$ cat src/rtl/TNS.vh
`ifndef TNS_VH
`define TNS_VH

// Decoded value width: nine groups whose largest legal value fits in 15 bits.
`define BLEN09   15
`define TNS_NGRP 9

// Group weights: C = 3^g, B = 2*3^g, A = 3*3^g for group index g = 0..8.
`define TNS01_A 15'd3
`define TNS01_B 15'd2
`define TNS01_C 15'd1
`define TNS02_A 15'd9
`define TNS02_B 15'd6
`define TNS02_C 15'd3
`define TNS03_A 15'd27
`define TNS03_B 15'd18
`define TNS03_C 15'd9
`define TNS04_A 15'd81
`define TNS04_B 15'd54
`define TNS04_C 15'd27
`define TNS05_A 15'd243
`define TNS05_B 15'd162
`define TNS05_C 15'd81
`define TNS06_A 15'd729
`define TNS06_B 15'd486
`define TNS06_C 15'd243
`define TNS07_A 15'd2187
`define TNS07_B 15'd1458
`define TNS07_C 15'd729
`define TNS08_A 15'd6561
`define TNS08_B 15'd4374
`define TNS08_C 15'd2187
`define TNS09_A 15'd19683
`define TNS09_B 15'd13122
`define TNS09_C 15'd6561

`endif

$ cat src/rtl/tns_dec_seq_ctrl_pkg.sv
// Shared types and constants for the sequential TNS decoder.
// Latency: n/a (declarations only).
// Backpressure: n/a.
`include "TNS.vh"

package tns_dec_seq_ctrl_pkg;

    localparam int CODE_W = 27;
    localparam int DATA_W = `BLEN09;
    localparam int NGRP   = `TNS_NGRP;
    localparam int CNT_W  = 4;

    localparam logic [CNT_W-1:0] LAST_GRP = CNT_W'(NGRP - 1);

    typedef enum logic [1:0] {
        ST_IDLE = 2'd0,
        ST_RUN  = 2'd1,
        ST_DONE = 2'd2
    } state_t;

    // Extract the three bits {A,B,C} of group idx; out-of-range idx yields 0.
    function automatic logic [2:0] grp_of(input logic [CODE_W-1:0] code,
                                          input logic [CNT_W-1:0]  idx);
        logic [2:0] r;
        r = '0;
        for (int g = 0; g < NGRP; g++) begin
            if (idx == CNT_W'(g)) begin
                r = code[3*g +: 3];
            end
        end
        return r;
    endfunction

endpackage

$ cat src/rtl/tns_wsel.sv
// Weight selector: maps a group index to its A/B/C weights from TNS.vh.
// Latency: combinational.
// Backpressure: none.
`include "TNS.vh"

module tns_wsel
    import tns_dec_seq_ctrl_pkg::*;
(
    input  logic [3:0]        grp_i,
    output logic [DATA_W-1:0] wa_o,
    output logic [DATA_W-1:0] wb_o,
    output logic [DATA_W-1:0] wc_o
);

    // Table lookup; indices past the last group return zero weights.
    always_comb begin
        wa_o = '0;
        wb_o = '0;
        wc_o = '0;
        case (grp_i)
            4'd0: begin wa_o = `TNS01_A; wb_o = `TNS01_B; wc_o = `TNS01_C; end
            4'd1: begin wa_o = `TNS02_A; wb_o = `TNS02_B; wc_o = `TNS02_C; end
            4'd2: begin wa_o = `TNS03_A; wb_o = `TNS03_B; wc_o = `TNS03_C; end
            4'd3: begin wa_o = `TNS04_A; wb_o = `TNS04_B; wc_o = `TNS04_C; end
            4'd4: begin wa_o = `TNS05_A; wb_o = `TNS05_B; wc_o = `TNS05_C; end
            4'd5: begin wa_o = `TNS06_A; wb_o = `TNS06_B; wc_o = `TNS06_C; end
            4'd6: begin wa_o = `TNS07_A; wb_o = `TNS07_B; wc_o = `TNS07_C; end
            4'd7: begin wa_o = `TNS08_A; wb_o = `TNS08_B; wc_o = `TNS08_C; end
            4'd8: begin wa_o = `TNS09_A; wb_o = `TNS09_B; wc_o = `TNS09_C; end
            default: begin wa_o = '0; wb_o = '0; wc_o = '0; end
        endcase
    end

endmodule

$ cat src/rtl/tns_dec_seq_ctrl.sv
// Sequential TNS decoder: accumulates one 3-bit group of weights per cycle.
// Latency: out_valid rises 9 edges after the accepting edge, for every code.
// Backpressure: result held in DONE until out_ready; in_ready low until then.
module tns_dec_seq_ctrl
    import tns_dec_seq_ctrl_pkg::*;
(
    input  logic              clk,
    input  logic              rst_n,
    input  logic              clr,
    input  logic              in_valid,
    output logic              in_ready,
    input  logic [CODE_W-1:0] codein,
    output logic              out_valid,
    input  logic              out_ready,
    output logic [DATA_W-1:0] dataout,
    output logic              busy
);

    state_t             state_q, state_d;
    logic [CNT_W-1:0]   cnt_q, cnt_d;
    logic [DATA_W-1:0]  acc_q, acc_d;
    logic [CODE_W-1:0]  code_q, code_d;
    logic               rdy_en_q;
    logic [2:0]         grp_bits;
    logic [DATA_W-1:0]  w_a, w_b, w_c;

    tns_wsel u_wsel (
        .grp_i (cnt_q),
        .wa_o  (w_a),
        .wb_o  (w_b),
        .wc_o  (w_c)
    );

    // Current group's A/B/C bits selected by the group counter.
    always_comb begin
        grp_bits = grp_of(code_q, cnt_q);
    end

    // Next-state, counter, accumulator and code capture; clr overrides all.
    always_comb begin
        state_d = state_q;
        cnt_d   = cnt_q;
        acc_d   = acc_q;
        code_d  = code_q;
        if (clr) begin
            state_d = ST_IDLE;
            cnt_d   = '0;
            acc_d   = '0;
        end else begin
            case (state_q)
                ST_IDLE: begin
                    if (in_valid && in_ready) begin
                        code_d  = codein;
                        acc_d   = '0;
                        cnt_d   = '0;
                        state_d = ST_RUN;
                    end
                end
                ST_RUN: begin
                    // Sum wraps modulo 2^DATA_W; invalid codes decode silently.
                    acc_d = acc_q
                          + ({DATA_W{grp_bits[2]}} & w_a)
                          + ({DATA_W{grp_bits[1]}} & w_b)
                          + ({DATA_W{grp_bits[0]}} & w_c);
                    if (cnt_q == LAST_GRP) begin
                        cnt_d   = '0;
                        state_d = ST_DONE;
                    end else begin
                        cnt_d = cnt_q + 1'b1;
                    end
                end
                ST_DONE: begin
                    if (out_ready) begin
                        state_d = ST_IDLE;
                    end
                end
                default: begin
                    state_d = ST_IDLE;
                    cnt_d   = '0;
                    acc_d   = '0;
                end
            endcase
        end
    end

    // State and datapath registers.
    always_ff @(posedge clk or negedge rst_n) begin
        if (!rst_n) begin
            state_q <= ST_IDLE;
            cnt_q   <= '0;
            acc_q   <= '0;
            code_q  <= '0;
        end else begin
            state_q <= state_d;
            cnt_q   <= cnt_d;
            acc_q   <= acc_d;
            code_q  <= code_d;
        end
    end

    // Keeps in_ready low during reset and until the first edge after release.
    always_ff @(posedge clk or negedge rst_n) begin
        if (!rst_n) begin
            rdy_en_q <= 1'b0;
        end else begin
            rdy_en_q <= 1'b1;
        end
    end

    assign in_ready  = (state_q == ST_IDLE) && !clr && rdy_en_q;
    assign out_valid = (state_q == ST_DONE);
    assign busy      = (state_q != ST_IDLE);
    assign dataout   = acc_q;

endmodule

$ cat config.mk
export PLATFORM = sky130hd
export DESIGN_NAME = tns_dec_seq_ctrl
export DESIGN_NICKNAME = d
export VERILOG_FILES = /design/src/rtl/tns_dec_seq_ctrl_pkg.sv /design/src/rtl/tns_wsel.sv /design/src/rtl/tns_dec_seq_ctrl.sv
export VERILOG_INCLUDE_DIRS = /design/src /design/src/rtl
export SDC_FILE = /design/constraint.sdc
export NUM_CORES = 1
export LEC_CHECK = 0
export CORE_ASPECT_RATIO = 1.1
export CORE_MARGIN = 8
export CORE_UTILIZATION = 58
export CTS_BUF_LIST = sky130_fd_sc_hd__clkbuf_4 sky130_fd_sc_hd__clkbuf_8
export DETAILED_ROUTE_END_ITERATION = 8
export PLACE_DENSITY_LB_ADDON = 0.05
export REMOVE_ABC_BUFFERS = 1
export SLEW_MARGIN = 20
export SYNTH_ARGS = -nofsm -noshare
export SYNTH_HDL_FRONTEND = slang
export SYNTH_SLANG_ARGS = --single-unit
export TNS_END_PERCENT = 10
$ cat constraint.sdc
create_clock -name clk -period 6.81 [get_ports clk]
set_clock_uncertainty 0.15 [all_clocks]
set_input_delay 1.0215 -clock clk [delete_from_list [all_inputs] [get_ports clk]]
set_output_delay 1.0215 -clock clk [all_outputs]
set_load 0.02 [all_outputs]
==> results of run 1 <==
==> state kept, by name, indices dropped and copies added, names as in the netlist <==
register,count
code_q,27
dataout,15
cnt_q,4
state_q,2
rdy_en_q,1
==> worst paths after layout <==
check | cells past startpoint | to | slack, ns
worst min register to register | 1 | code_q[2]$_DFFE_PN0P_ | 0.36
max in group asynchronous | 1 | cnt_q[1]$_DFFE_PN0P_ | 5.51
min in group asynchronous | 1 | dataout[5]$_DFFE_PN0P_ | 0.56
worst min-delay path | 1 | code_q[2]$_DFFE_PN0P_ | 0.36
worst max register to register | 19 | dataout[12]$_DFFE_PN0P_ | 1.45
worst max-delay path | 19 | dataout[12]$_DFFE_PN0P_ | 1.45
==> synthesized netlist by cell type (2+ instances only) <==
cell / n / area share (%)
dfrtp_1: 49 / 33
inv_1: 43 / 4.3
nand2_1: 42 / 4.2
ha_1: 27 / 9.0
mux2_2: 27 / 8.1
o21ai_0: 26 / 3.5
a21oi_1: 22 / 2.9
fa_1: 21 / 11
nor2_1: 19 / 1.9
clkbuf_1: 11 / 1.1
nor2b_1: 9 / 1.5
nand3_1: 8 / 1.1
o21a_1: 8 / 1.6
xnor2_1: 7 / 1.6
nand2b_1: 6 / 1.0
a21o_1: 5 / 1.0
nor3_1: 5 / 0.67
xor2_1: 5 / 1.2
a22o_1: 4 / 0.94
buf_2: 4 / 0.54
a311oi_1: 3 / 0.70
nand3b_1: 3 / 0.60
o31ai_1: 3 / 0.60
or3_1: 3 / 0.50
a211oi_1: 2 / 0.40
a32o_1: 2 / 0.54
and2_1: 2 / 0.34
and3_1: 2 / 0.34
nor4_1: 2 / 0.34
o21ai_1: 2 / 0.27
o21bai_1: 2 / 0.40
or2_1: 2 / 0.34
==> placed cells by master (no fill, tap or decap), types with 6 or more instances in the layout <==
master	count
dfrtp_1	49
clkdlybuf4s50_1	48
inv_1	43
nand2_1	41
mux2_2	27
ha_1	27
o21ai_0	26
a21oi_1	22
fa_1	21
nor2_1	19
nor2b_1	9
nand3_1	8
o21a_1	8
xnor2_1	7
nand2b_1	6
==> final cells by class <==
class / instances / area share, %
clock buffers: 6 / 1.74
clock inverters: 2 / 0.883
inverters: 44 / 3.76
multi-input cells: 287 / 52.2
flip-flops and latches: 49 / 27.9
well taps: 80 / 2.28
repair buffers: 50 / 11.3
==> metal layers <==
metal  GRT usage [%]  vias to the layer above
li1                -                     1422
met2            34.7                       65
met3            3.81                       14
met5               0                        -
met1            24.3                     1425
met4            5.21                        0
==> critical path, stage by stage (launching register included) <==
cell and delay [ns]:
dfrtp_1 0.43, inv_1 0.17, ha_1 0.40, and3b_1 0.33
nand2_1 0.20, o21ai_1 0.21, nor2_1 0.14, or4_1 0.55
fa_1 0.50, fa_1 0.44, inv_1 0.07, ha_1 0.18
inv_1 0.07, fa_1 0.40, nor2b_1 0.16, o31ai_1 0.12
a21oi_1 0.26, a41oi_1 0.17, xor2_1 0.16, o21ai_0 0.17
==> kinds of logic (layout without fill, tap and decap cells) <==
logic type,count (synthesis),count (layout),share of synthesized area (%)
mux,27,27,8.14
flops,49,49,32.8
buf+inv,60,102,6.17
fa+ha+maj,48,48,20.3
simple gates,109,109,14.2
xor+xnor,12,12,2.81
other cells,1,1,0.100
compound gates,90,90,15.4
==> where the power goes <==
| part | leakage, µW | total, µW | switching (µW) | internal (µW) |
|---|---|---|---|---|
| Combinational | 0.00132 | 186 | 91.5 | 94.5 |
| Sequential | 0.000623 | 362 | 29.9 | 332 |
| Clock | 0.0000588 | 220 | 106 | 114 |
==> metrics by stage <==
| step | hold slack [ns] | total power, µW | util [%] |
|---|---|---|---|
| 2_1_floorplan | 0.320 | 476 | - |
| 3_3_place_gp | 0.334 | 548 | 68.9 |
| 3_5_place_dp | 0.337 | 555 | 69.0 |
| 4_1_cts | 0.358 | 773 | 70.8 |
| 5_1_grt | 0.381 | 808 | 70.9 |
| 6_report | 0.357 | 768 | 70.9 |
==> summary.md, run 1 <==
| Metric | Value |
|---|---|
| Initial detailed-routing violation count | 180 |
| Port bufs | 49 |
| Finish-stage setup viols | 0 |
| Flops & latches, synth | between 40 and 50 |
| Met2 WL post-DR | between 4 and 5 mm |
| RSZ-0062 raised after global routing | false |
| Post-detail-place hpwl | 6.98 mm |
| Average size of a mapped cell | ~9.4 µm² |
| P&R area growth vs syn | 17.7% |
| Fin nets | around 520 |
| Largest net degree at the start of global routing | 50 |
| Io pins | 50 |
| CP max FO | 8 |
| WL per Instance | approximately 17 µm |
| Critical path origin | cnt_q[1]$_DFFE_PN0P_ |
| PostCTS Resize Cnt | 0 |
| Clock Latency Late Sink | ~0.31 ns |
| Worst R2R Start | cnt_q[1]$_DFFE_PN0P_ |
| Fin cells | around 520 |
| Vias per cell | ~5.6 |
| Antenna Nets Post-Route | 0 |
| WS Path Type | register to register |
| Minimum clock period | about 5.4 ns |
| Slew Limit Fails | 0 |
| Dpl cells | a little over 500 |
| Initial Util | between 60% and 70% |
| Clk sinks | 49 |
| DRT Wirelength | slightly below 9 mm |
| Hold buffer count at CTS | 0 |
| Worst-margin pin slew | 0.766 ns |
| Design Area, Final | between 4000 and 5000 µm² |
| Clock Path Buffers | 2 |
| Slew margin rel. | between 40% and 50% |
| H-tree levels | 2 |
| LEAKAGE | 0.00201 µW |
| Seq/Total Area, Yosys | approximately 33% |
| Cts bufs inserted | 5 |
| Grt total ovfl | 0 |
| CP Launch Type | register |
| Share of post-route cells with drive strength above 1 | between 10% and 20% |
| Initial antenna violation count | 0 |
| Main synth FF type | dfrtp_1 |
| CP Data Arrival Time | around 5.4 ns |
| Max Used Layer | met4 |
| Maximum capacitance violations | 0 |
| DR WL met3 | 360 µm |
| Global-route wire length before repair | 14.9 mm |
| Core area | between 6000 and 7000 µm² |
| Vias | a little under 3000 |
| Die H | ~100 µm |
| N_diodes | 0 |
| Synth unique cells | 52 |
| Multi-input logic area | 2290 µm² |
| Number of failing hold endpoints at the final stage | 0 |
| VDD IR-drop max | around 140 µV |
| Vias in the first global route | 3138 |
| Root Buffer | clkbuf_8 |
| Run status | finished, final reports clean |
| Setup WS pre-CTS | roughly 1.5 ns |
| Synthesized instance count | between 300 and 400 |
| FFs w/ async S/R, synth | 100% |
| # DRC | 0 |
| FF+latch area | around 1200 µm² |
| Fill cells | between 400 and 500 |
| Row Count | 30 |
| Die width | between 90 and 100 µm |
| Setup TNS | 0 ns |
| Max Fclk | ~190 MHz |
| DR pass1 iterations | 4 |
| Dpl cell area | roughly 4300 µm² |
| Pwr dens | ~170 nW/µm² |
| Die footprint | between 9000 and 10000 µm² |
| Worst hold start | code_q[2]$_DFFE_PN0P_ |
| Fin worst setup slack | between 1 and 1.5 ns |
| Wl on met1 | 3.81 mm |
| Post-CTS Setup Bufs | 0 |
| Hold crit path type | register to register |
| Final worst path period share | 78.7% |
| Crit. End Element | register |
| RePlAce Congestion | between 0.9 and 1 |
| CTS tree | built |
| Clock slew at reported path FFs | 0.09 ns |
| GRT Total Usage | 19.8% |
| Yosys warning total | 0 |
| Critical path required time | roughly 7 ns |
| Post-synth EDFFs | 0 |
| Cell Area, Synth | around 3700 µm² |
No activity file was read; power rests on OpenSTA's default activity.
==> run 2, diff against run 1 <==
- CORE_UTILIZATION: 58 -> 52
- clock period: 6.81 -> 4.86 ns (I/O delays scaled with it)
==> run 2 against run 1 <==
  * Largest cell class unchanged
  * Cell count up 6.2%
  * Worst hold slack got worse by 0.095 ns
  * Register-to-register slack worse by 1.3 ns
  * Wire length increased by 1.9%
  * Critical endpoint is now dataout[13]$_DFFE_PN0P_
==> summary.md, run 2 (same netlist as run 1, synthesis figures left out) <==
| Metric | Value |
|---|---|
| Worst R2R Start | cnt_q[0]$_DFFE_PN0P_ (was cnt_q[1]$_DFFE_PN0P_) |
| Crit path buf inv count | 1 (was 3) |
| DRT Wirelength | 8.92 mm (was 8.75 mm) |
| Commonest non-fill, non-tap cell in the layout | clkdlybuf4s50_1 (was dfrtp_1) |
| Run status | finished, final reports clean (unchanged) |
| Register share of total power | 47.5% (was 47.1%) |
| Number of failing hold endpoints at the final stage | 0 (unchanged) |
| Minimum clock period | 4.70 ns (was 5.36 ns) |
| WS Path Type | register to register (unchanged) |
| Flip-flop count of the largest register after layout | 27 (unchanged) |
| Hold Slack | 0.263 ns (was 0.357 ns) |
| Clock slew at reported path FFs | 0.10 ns (was 0.09 ns) |
| Final Power | 1070 µW (was 768 µW) |
| Initial antenna violation count | 0 (unchanged) |
| CP delay by family, top | adder cells (unchanged) |
| Finish-stage setup viols | 0 (unchanged) |
| Fin nets | 544 (was 517) |
| N_diodes | 0 (unchanged) |
| WL per Instance | 16.2 µm (was 16.9 µm) |
| Comb power frac | 27.0% (was 24.2%) |
| Worst-margin pin slew | 0.809 ns (was 0.766 ns) |
| Hold buffer count at CTS | 0 (unchanged) |
| DR pass1 iterations | 4 (unchanged) |
| Row Count | 32 (was 30) |
| Share of post-route cells with drive strength above 1 | 20.2% (was 10.5%) |
| Core area | 7010 µm² (was 6190 µm²) |
| Worst Reg-to-Reg Cells | 16 (was 19) |
| Initial detailed-routing violation count | 171 (was 180) |
| H-tree levels | 2 (unchanged) |
| Worst path slowest cell | fa_1 (was or4_1) |
| Post-layout util | 66.6% (was 70.9%) |
| CP peak stage delay | 0.54 ns (was 0.55 ns) |
| Crit. End Element | register (unchanged) |
| # DRC | 0 (unchanged) |
| CP Launch Type | register (unchanged) |
| Die width | 96.8 µm (was 92.5 µm) |
| Max Fclk | 213 MHz (was 187 MHz) |
| Maximum capacitance violations | 0 (unchanged) |
| Vias per cell | 5.49 (was 5.65) |
| Antenna Nets Post-Route | 0 (unchanged) |
| Initial Util | 53.3% (was 60.3%) |
| CTS tree | built (unchanged) |
| CP max FO | 5 (was 8) |
| RePlAce Congestion | 0.901 (was 0.910) |
| Critical path required time | 4.92 ns (was 6.88 ns) |
| Setup TNS | 0 ns (unchanged) |
| LEAKAGE | 0.00215 µW (was 0.00201 µW) |
| Clock share of power | 25.5% (was 28.7%) |
| Clk sinks | 49 (unchanged) |
| Clock Path Buffers | 2 (unchanged) |
| Slew Limit Fails | 0 (unchanged) |
| Setup WS pre-CTS | -0.100 ns (was 1.48 ns) |
| Switching fraction of total power | 30.8% (was 29.6%) |
| FF-to-FF setup slack | 0.16 ns (was 1.45 ns) |
| RSZ-0062 raised after global routing | true (was false) |
| Clock Latency Late Sink | 0.31 ns (about the same) |
| Die H | 105 µm (was 100 µm) |
| P_sw | 328 µW (was 227 µW) |
| Vias in the first global route | 3144 (was 3138) |
| Root Buffer | clkbuf_8 (unchanged) |
| CP Data Arrival Time | 4.77 ns (was 5.43 ns) |
| Vias | 3019 (was 2926) |
| FF-to-FF End | dataout[13]$_DFFE_PN0P_ (was dataout[12]$_DFFE_PN0P_) |
| Cts bufs inserted | 5 (unchanged) |
| Slew margin rel. | 45.9% (was 48.8%) |
| GRT Total Usage | 17.5% (was 19.8%) |
| Reg with most FFs | code_q (unchanged) |
| Hold crit path type | input port to async pin (was register to register) |
| Largest net degree at the start of global routing | 50 (unchanged) |
| Fill cells | 584 (was 490) |
| Crit-path cells | ha_2, or3_4, o32a_1, nand2_2, nor2_2, or3_1, fa_1, fa_1, inv_1, ha_1, o21a_1, o21a_1, o22ai_2, a21oi_2, or3_1, a32o_1 (was inv_1, ha_1, and3b_1, nand2_1, o21ai_1, nor2_1, or4_1, fa_1, fa_1, inv_1, ha_1, inv_1, fa_1, nor2b_1, o31ai_1, a21oi_1, a41oi_1, xor2_1, o21ai_0) |
| Final worst path period share | 96.8% (was 78.7%) |
| P&R area growth vs syn | 25.1% (was 17.7%) |
| Global-route wire length before repair | 14.8 mm (was 14.9 mm) |
| Pwr dens | 228 nW/µm² (was 175 nW/µm²) |
| Grt total ovfl | 0 (unchanged) |
| Fin worst setup slack | 0.155 ns (was 1.45 ns) |
| VDD IR-drop max | 165 µV (was 142 µV) |
| Port bufs | 49 (unchanged) |
| Post-detail-place hpwl | 7.03 mm (was 6.98 mm) |
| Die footprint | 10200 µm² (was 9260 µm²) |
| Pint | 737 µW (was 541 µW) |
| Most frequent cells in the layout | clkdlybuf4s50_1 (48), dfrtp_1 (47), inv_1 (41) (was dfrtp_1 (49), clkdlybuf4s50_1 (48), inv_1 (43)) |
| Io pins | 50 (unchanged) |
## run 2: changes by cell type in the layout (fill, tap and decap cells not counted), moves of 3 or more
| cell | before | now |
|---|---|---|
| ha_1 | 27 | 23 |
| o21ai_0 | 26 | 22 |
| buf_4 | 2 | 29 |
| o21ai_1 | 2 | 5 |
## run 2: worst max-delay path by stage
stage	endpoint	cells after the start	slack, ns	from
6_report	dataout[13]$_DFFE_PN0P_	16	0.16	cnt_q[0]$_DFFE_PN0P_
3_3_place_gp	dataout[12]$_DFFE_PN0P_	19	0.05	cnt_q[0]$_DFFE_PN0P_
5_1_grt	dataout[12]$_DFFE_PN0P_	18	-0.02	cnt_q[0]$_DFFE_PN0P_
3_5_place_dp	dataout[12]$_DFFE_PN0P_	19	-0.10	cnt_q[0]$_DFFE_PN0P_
2_1_floorplan	dataout[13]$_DFFE_PN0P_	16	0.04	cnt_q[0]$_DFFE_PN0P_
4_1_cts	dataout[12]$_DFFE_PN0P_	20	0.01	cnt_q[0]$_DFFE_PN0P_
## run 2: what timing repair did
| action | in CTS | in global routing |
|---|---|---|
| setup buffers | 1 | 1 |
| pin swaps | 0 | 10 |
| gates resized for setup | 5 | 22 |
| setup endpoints to repair | 4 | 7 |
## run 2: final cells by class
| type | count | area [µm²] | area share (%) |
|---|---|---|---|
| clock buffers | 6 | 82.6 | 1.77 |
| clock inverters | 2 | 17.5 | 0.375 |
| inverters | 44 | 165 | 3.54 |
| multi-input cells | 287 | 2370 | 50.8 |
| flip-flops and latches | 49 | 1230 | 26.3 |
| well taps | 85 | 106 | 2.28 |
| repair buffers | 77 | 698 | 15.0 |
## run 2: metal layers
layer / global-route usage [%] / share of wire, % / up-vias
met5: 0 / 0 / -
met4: 6.71 / 2.7 / 0
met3: 3.23 / 3.9 / 17
met2: 30.0 / 50 / 73
met1: 21.3 / 44 / 1453
li1: - / - / 1476
## run 2: through the flow
stage | instances | cell area, µm²
6_report | 550 | 4670
5_1_grt | 550 | 4670
4_1_cts | 549 | 4590
3_5_place_dp | 540 | 4460
3_3_place_gp | 540 | 4460
2_1_floorplan | 380 | 3670
## run 2: power by group through the flow
stage	Combinational [µW]	Clock [µW]	Sequential [µW]
after floorplan	166	0	502
final	288	271	506
after global routing	316	294	514
after detailed placement	277	0	515
after CTS	281	279	507
after global placement	271	0	512
==> run 3, diff against run 2 <==
--- a/config.mk
+++ b/config.mk
@@ -7,4 +7,5 @@
 export NUM_CORES = 1
 export LEC_CHECK = 0
+export CAP_MARGIN = 5
 export CORE_ASPECT_RATIO = 1.1
 export CORE_MARGIN = 8
@@ -12,5 +13,5 @@
 export CTS_BUF_LIST = sky130_fd_sc_hd__clkbuf_4 sky130_fd_sc_hd__clkbuf_8
 export DETAILED_ROUTE_END_ITERATION = 8
-export PLACE_DENSITY_LB_ADDON = 0.05
+export PLACE_DENSITY = 0.87
 export REMOVE_ABC_BUFFERS = 1
 export SLEW_MARGIN = 20
--- a/constraint.sdc
+++ b/constraint.sdc
@@ -3,3 +3,3 @@
 set_input_delay 0.729 -clock clk [delete_from_list [all_inputs] [get_ports clk]]
 set_output_delay 0.729 -clock clk [all_outputs]
-set_load 0.02 [all_outputs]
+set_load 0.005 [all_outputs]
==> run 3 against run 2 <==
  * Clock power grew 13%
  * First-iteration DRC count grew 7.6%
  * Global-route usage grew 0.66 points
  * Flip-flop and latch count is the same
  * Worst hold slack gained 0.014 ns
  * Count of clock-buffer cells in the layout is the same
  * Via count grew 3.6%
  * Sequential power is essentially flat
  * Critical endpoint unchanged
  * Utilization grew 0.98 points
  * Worst setup slack lost 0.075 ns
==> summary.md, run 3 (same netlist as run 1, synthesis figures left out) <==
| Metric | Value |
|---|---|
| Run status | finished, final reports clean (unchanged) |
| Minimum clock period | 4.78 ns (was 4.70 ns) |
| GRT Total Usage | 18.2% (was 17.5%) |
| Grt total ovfl | 0 (unchanged) |
| Share of post-route cells with drive strength above 1 | 21.7% (was 20.2%) |
| Clock slew at reported path FFs | 0.11 ns (was 0.10 ns) |
| Maximum capacitance violations | 0 (unchanged) |
| CP max FO | 5 (unchanged) |
| Post-detail-place hpwl | 7.17 mm (was 7.03 mm) |
| Root Buffer | clkbuf_8 (unchanged) |
| Crit-path cells | ha_2, or3_4, o32a_1, nand2_2, nor2_2, or3_4, fa_1, fa_1, inv_1, ha_1, o21a_1, o21a_1, o22ai_2, a21oi_1, or3_1, a32o_1 (was ha_2, or3_4, o32a_1, nand2_2, nor2_2, or3_1, fa_1, fa_1, inv_1, ha_1, o21a_1, o21a_1, o22ai_2, a21oi_2, or3_1, a32o_1) |
| LEAKAGE | 0.00215 µW (about the same) |
| Core area | 7010 µm² (unchanged) |
| Crit. End Element | register (unchanged) |
| CP peak stage delay | 0.55 ns (was 0.54 ns) |
| Clock Latency Late Sink | 0.31 ns (about the same) |
| CP Data Arrival Time | 4.84 ns (was 4.77 ns) |
| Fin worst setup slack | 0.0804 ns (was 0.155 ns) |
| Die H | 105 µm (unchanged) |
| Fin nets | 545 (was 544) |
| Number of failing hold endpoints at the final stage | 0 (unchanged) |
| Dpl cell area | 4440 µm² (was 4460 µm²) |
| Critical path required time | 4.92 ns (about the same) |
| Flip-flop count of the largest register after layout | 27 (unchanged) |
| Hold crit path type | input port to async pin (unchanged) |
| Reg with most FFs | code_q (unchanged) |
| Worst path slowest cell | fa_1 (unchanged) |
| N_diodes | 0 (unchanged) |
| DRT Wirelength | 9.36 mm (was 8.92 mm) |
| CP Launch Type | register (unchanged) |
| Most frequent cells in the layout | clkdlybuf4s50_1 (48), dfrtp_1 (47), inv_1 (41) (unchanged) |
| # DRC | 0 (unchanged) |
| Vias per cell | 5.68 (was 5.49) |
| WL per Instance | 17.0 µm (was 16.2 µm) |
| CTS tree | built (unchanged) |
| FF+latch area | 1230 µm² (unchanged) |
| Final worst path period share | 98.3% (was 96.8%) |
| Vias in the first global route | 3388 (was 3144) |
| Port bufs | 49 (unchanged) |
| Global-route wire length before repair | 15.7 mm (was 14.8 mm) |
| Vias | 3127 (was 3019) |
| Row Count | 32 (unchanged) |
| Max Fclk | 209 MHz (was 213 MHz) |
| Antenna Nets Post-Route | 0 (unchanged) |
| Initial Util | 53.3% (unchanged) |
| RePlAce Congestion | 0.950 (was 0.901) |
| WS Path Type | register to register (unchanged) |
| Setup TNS | 0 ns (unchanged) |
| Clock Path Buffers | 2 (unchanged) |
| Multi-input logic area | 2410 µm² (was 2370 µm²) |
| Finish-stage setup viols | 0 (unchanged) |
| Initial antenna violation count | 0 (unchanged) |
| Post-layout util | 67.6% (was 66.6%) |
| Io pins | 50 (unchanged) |
| Largest net degree at the start of global routing | 50 (unchanged) |
| Clk sinks | 49 (unchanged) |
| Worst-margin pin slew | 0.857 ns (was 0.809 ns) |
| H-tree levels | 2 (unchanged) |
| P&R area growth vs syn | 26.9% (was 25.1%) |
| Commonest non-fill, non-tap cell in the layout | clkdlybuf4s50_1 (unchanged) |
| Fill cells | 533 (was 584) |
| Pwr dens | 232 nW/µm² (was 228 nW/µm²) |
| Setup WS pre-CTS | -0.132 ns (was -0.100 ns) |
| Die width | 96.8 µm (unchanged) |
| Design Area, Final | 4740 µm² (was 4670 µm²) |
| Die footprint | 10200 µm² (unchanged) |
| Hold buffer count at CTS | 0 (unchanged) |
| DR pass1 iterations | 4 (unchanged) |
| Slew Limit Fails | 0 (unchanged) |
| Initial detailed-routing violation count | 184 (was 171) |
| VDD IR-drop max | 180 µV (was 165 µV) |
| Cts bufs inserted | 5 (unchanged) |
| Slew margin rel. | 42.8% (was 45.9%) |
==> run 3: changes by cell type in the layout (fill, tap and decap cells not counted), sizes merged <==
cell	change
bufinv	+1
inv	-1
buf	+1
==> run 3: critical path: cells and delay by family, from the launching register on <==
family	cells	cell delay [ns]
adder cells (fa/ha/maj)	4	1.50
AO/OA/AOI/OAI	6	1.30
AND/OR/NAND/NOR	5	1.23
flip-flops	1	0.45
buffers and inverters	1	0.05
==> run 3: final timing paths <==
path	from	to	slack [ns]	cells after the start
max in group asynchronous	rst_n	cnt_q[0]$_DFFE_PN0P_	3.84	1
min	rst_n	dataout[7]$_DFFE_PN0P_	0.28	1
min in group clk	dataout[3]$_DFFE_PN0P_	dataout[3]$_DFFE_PN0P_	0.36	2
max	cnt_q[1]$_DFFE_PN0P_	dataout[13]$_DFFE_PN0P_	0.08	16
min reg2reg	dataout[3]$_DFFE_PN0P_	dataout[3]$_DFFE_PN0P_	0.36	2
max reg2reg	cnt_q[1]$_DFFE_PN0P_	dataout[13]$_DFFE_PN0P_	0.08	16
==> run 3: cell type report <==
type                            count  share of cell area (%)
Multi-Input combinational cell    287                    51.0
Tap cell                           85                    2.24
Sequential cell                    49                    25.9
Timing Repair Buffer               78                    14.9
Clock buffer                        6                    1.61
Clock inverter                      2                   0.819
Inverter                           44                    3.54
==> run 3: repair_timing <==
item / 4_1_cts / 5_1_grt
pin swaps: 0 / 12
buffers inserted: 1 / 5
endpoints found under the setup margin: 4 / 7
resized for setup: 6 / 28
==> run 3: per-stage QoR <==
step	hold WS, ns	power (µW)	std cells
2_1_floorplan	0.283	661	380
3_3_place_gp	0.336	768	537
3_5_place_dp	0.346	780	537
4_1_cts	0.368	1090	546
5_1_grt	0.331	1160	551
6_report	0.277	1100	551
==> run 3: metal layers <==
| metal | track usage (%) | part of all wire [%] | vias to the layer above |
|---|---|---|---|
| met3 | 3.16 | 3.7 | 17 |
| met1 | 20.8 | 42 | 1539 |
| met2 | 33.2 | 52 | 88 |
| met5 | 0 | 0 | - |
| met4 | 6.05 | 2.4 | 0 |
| li1 | - | - | 1483 |
==> run 3: report_power, final <==
part	total [µW]	leakage, µW	switching (µW)	internal (µW)
Clock	305	0.0000588	145	160
Sequential	505	0.000620	39.6	465
Combinational	291	0.00148	131	160
Total	1100	0.00215	315	785
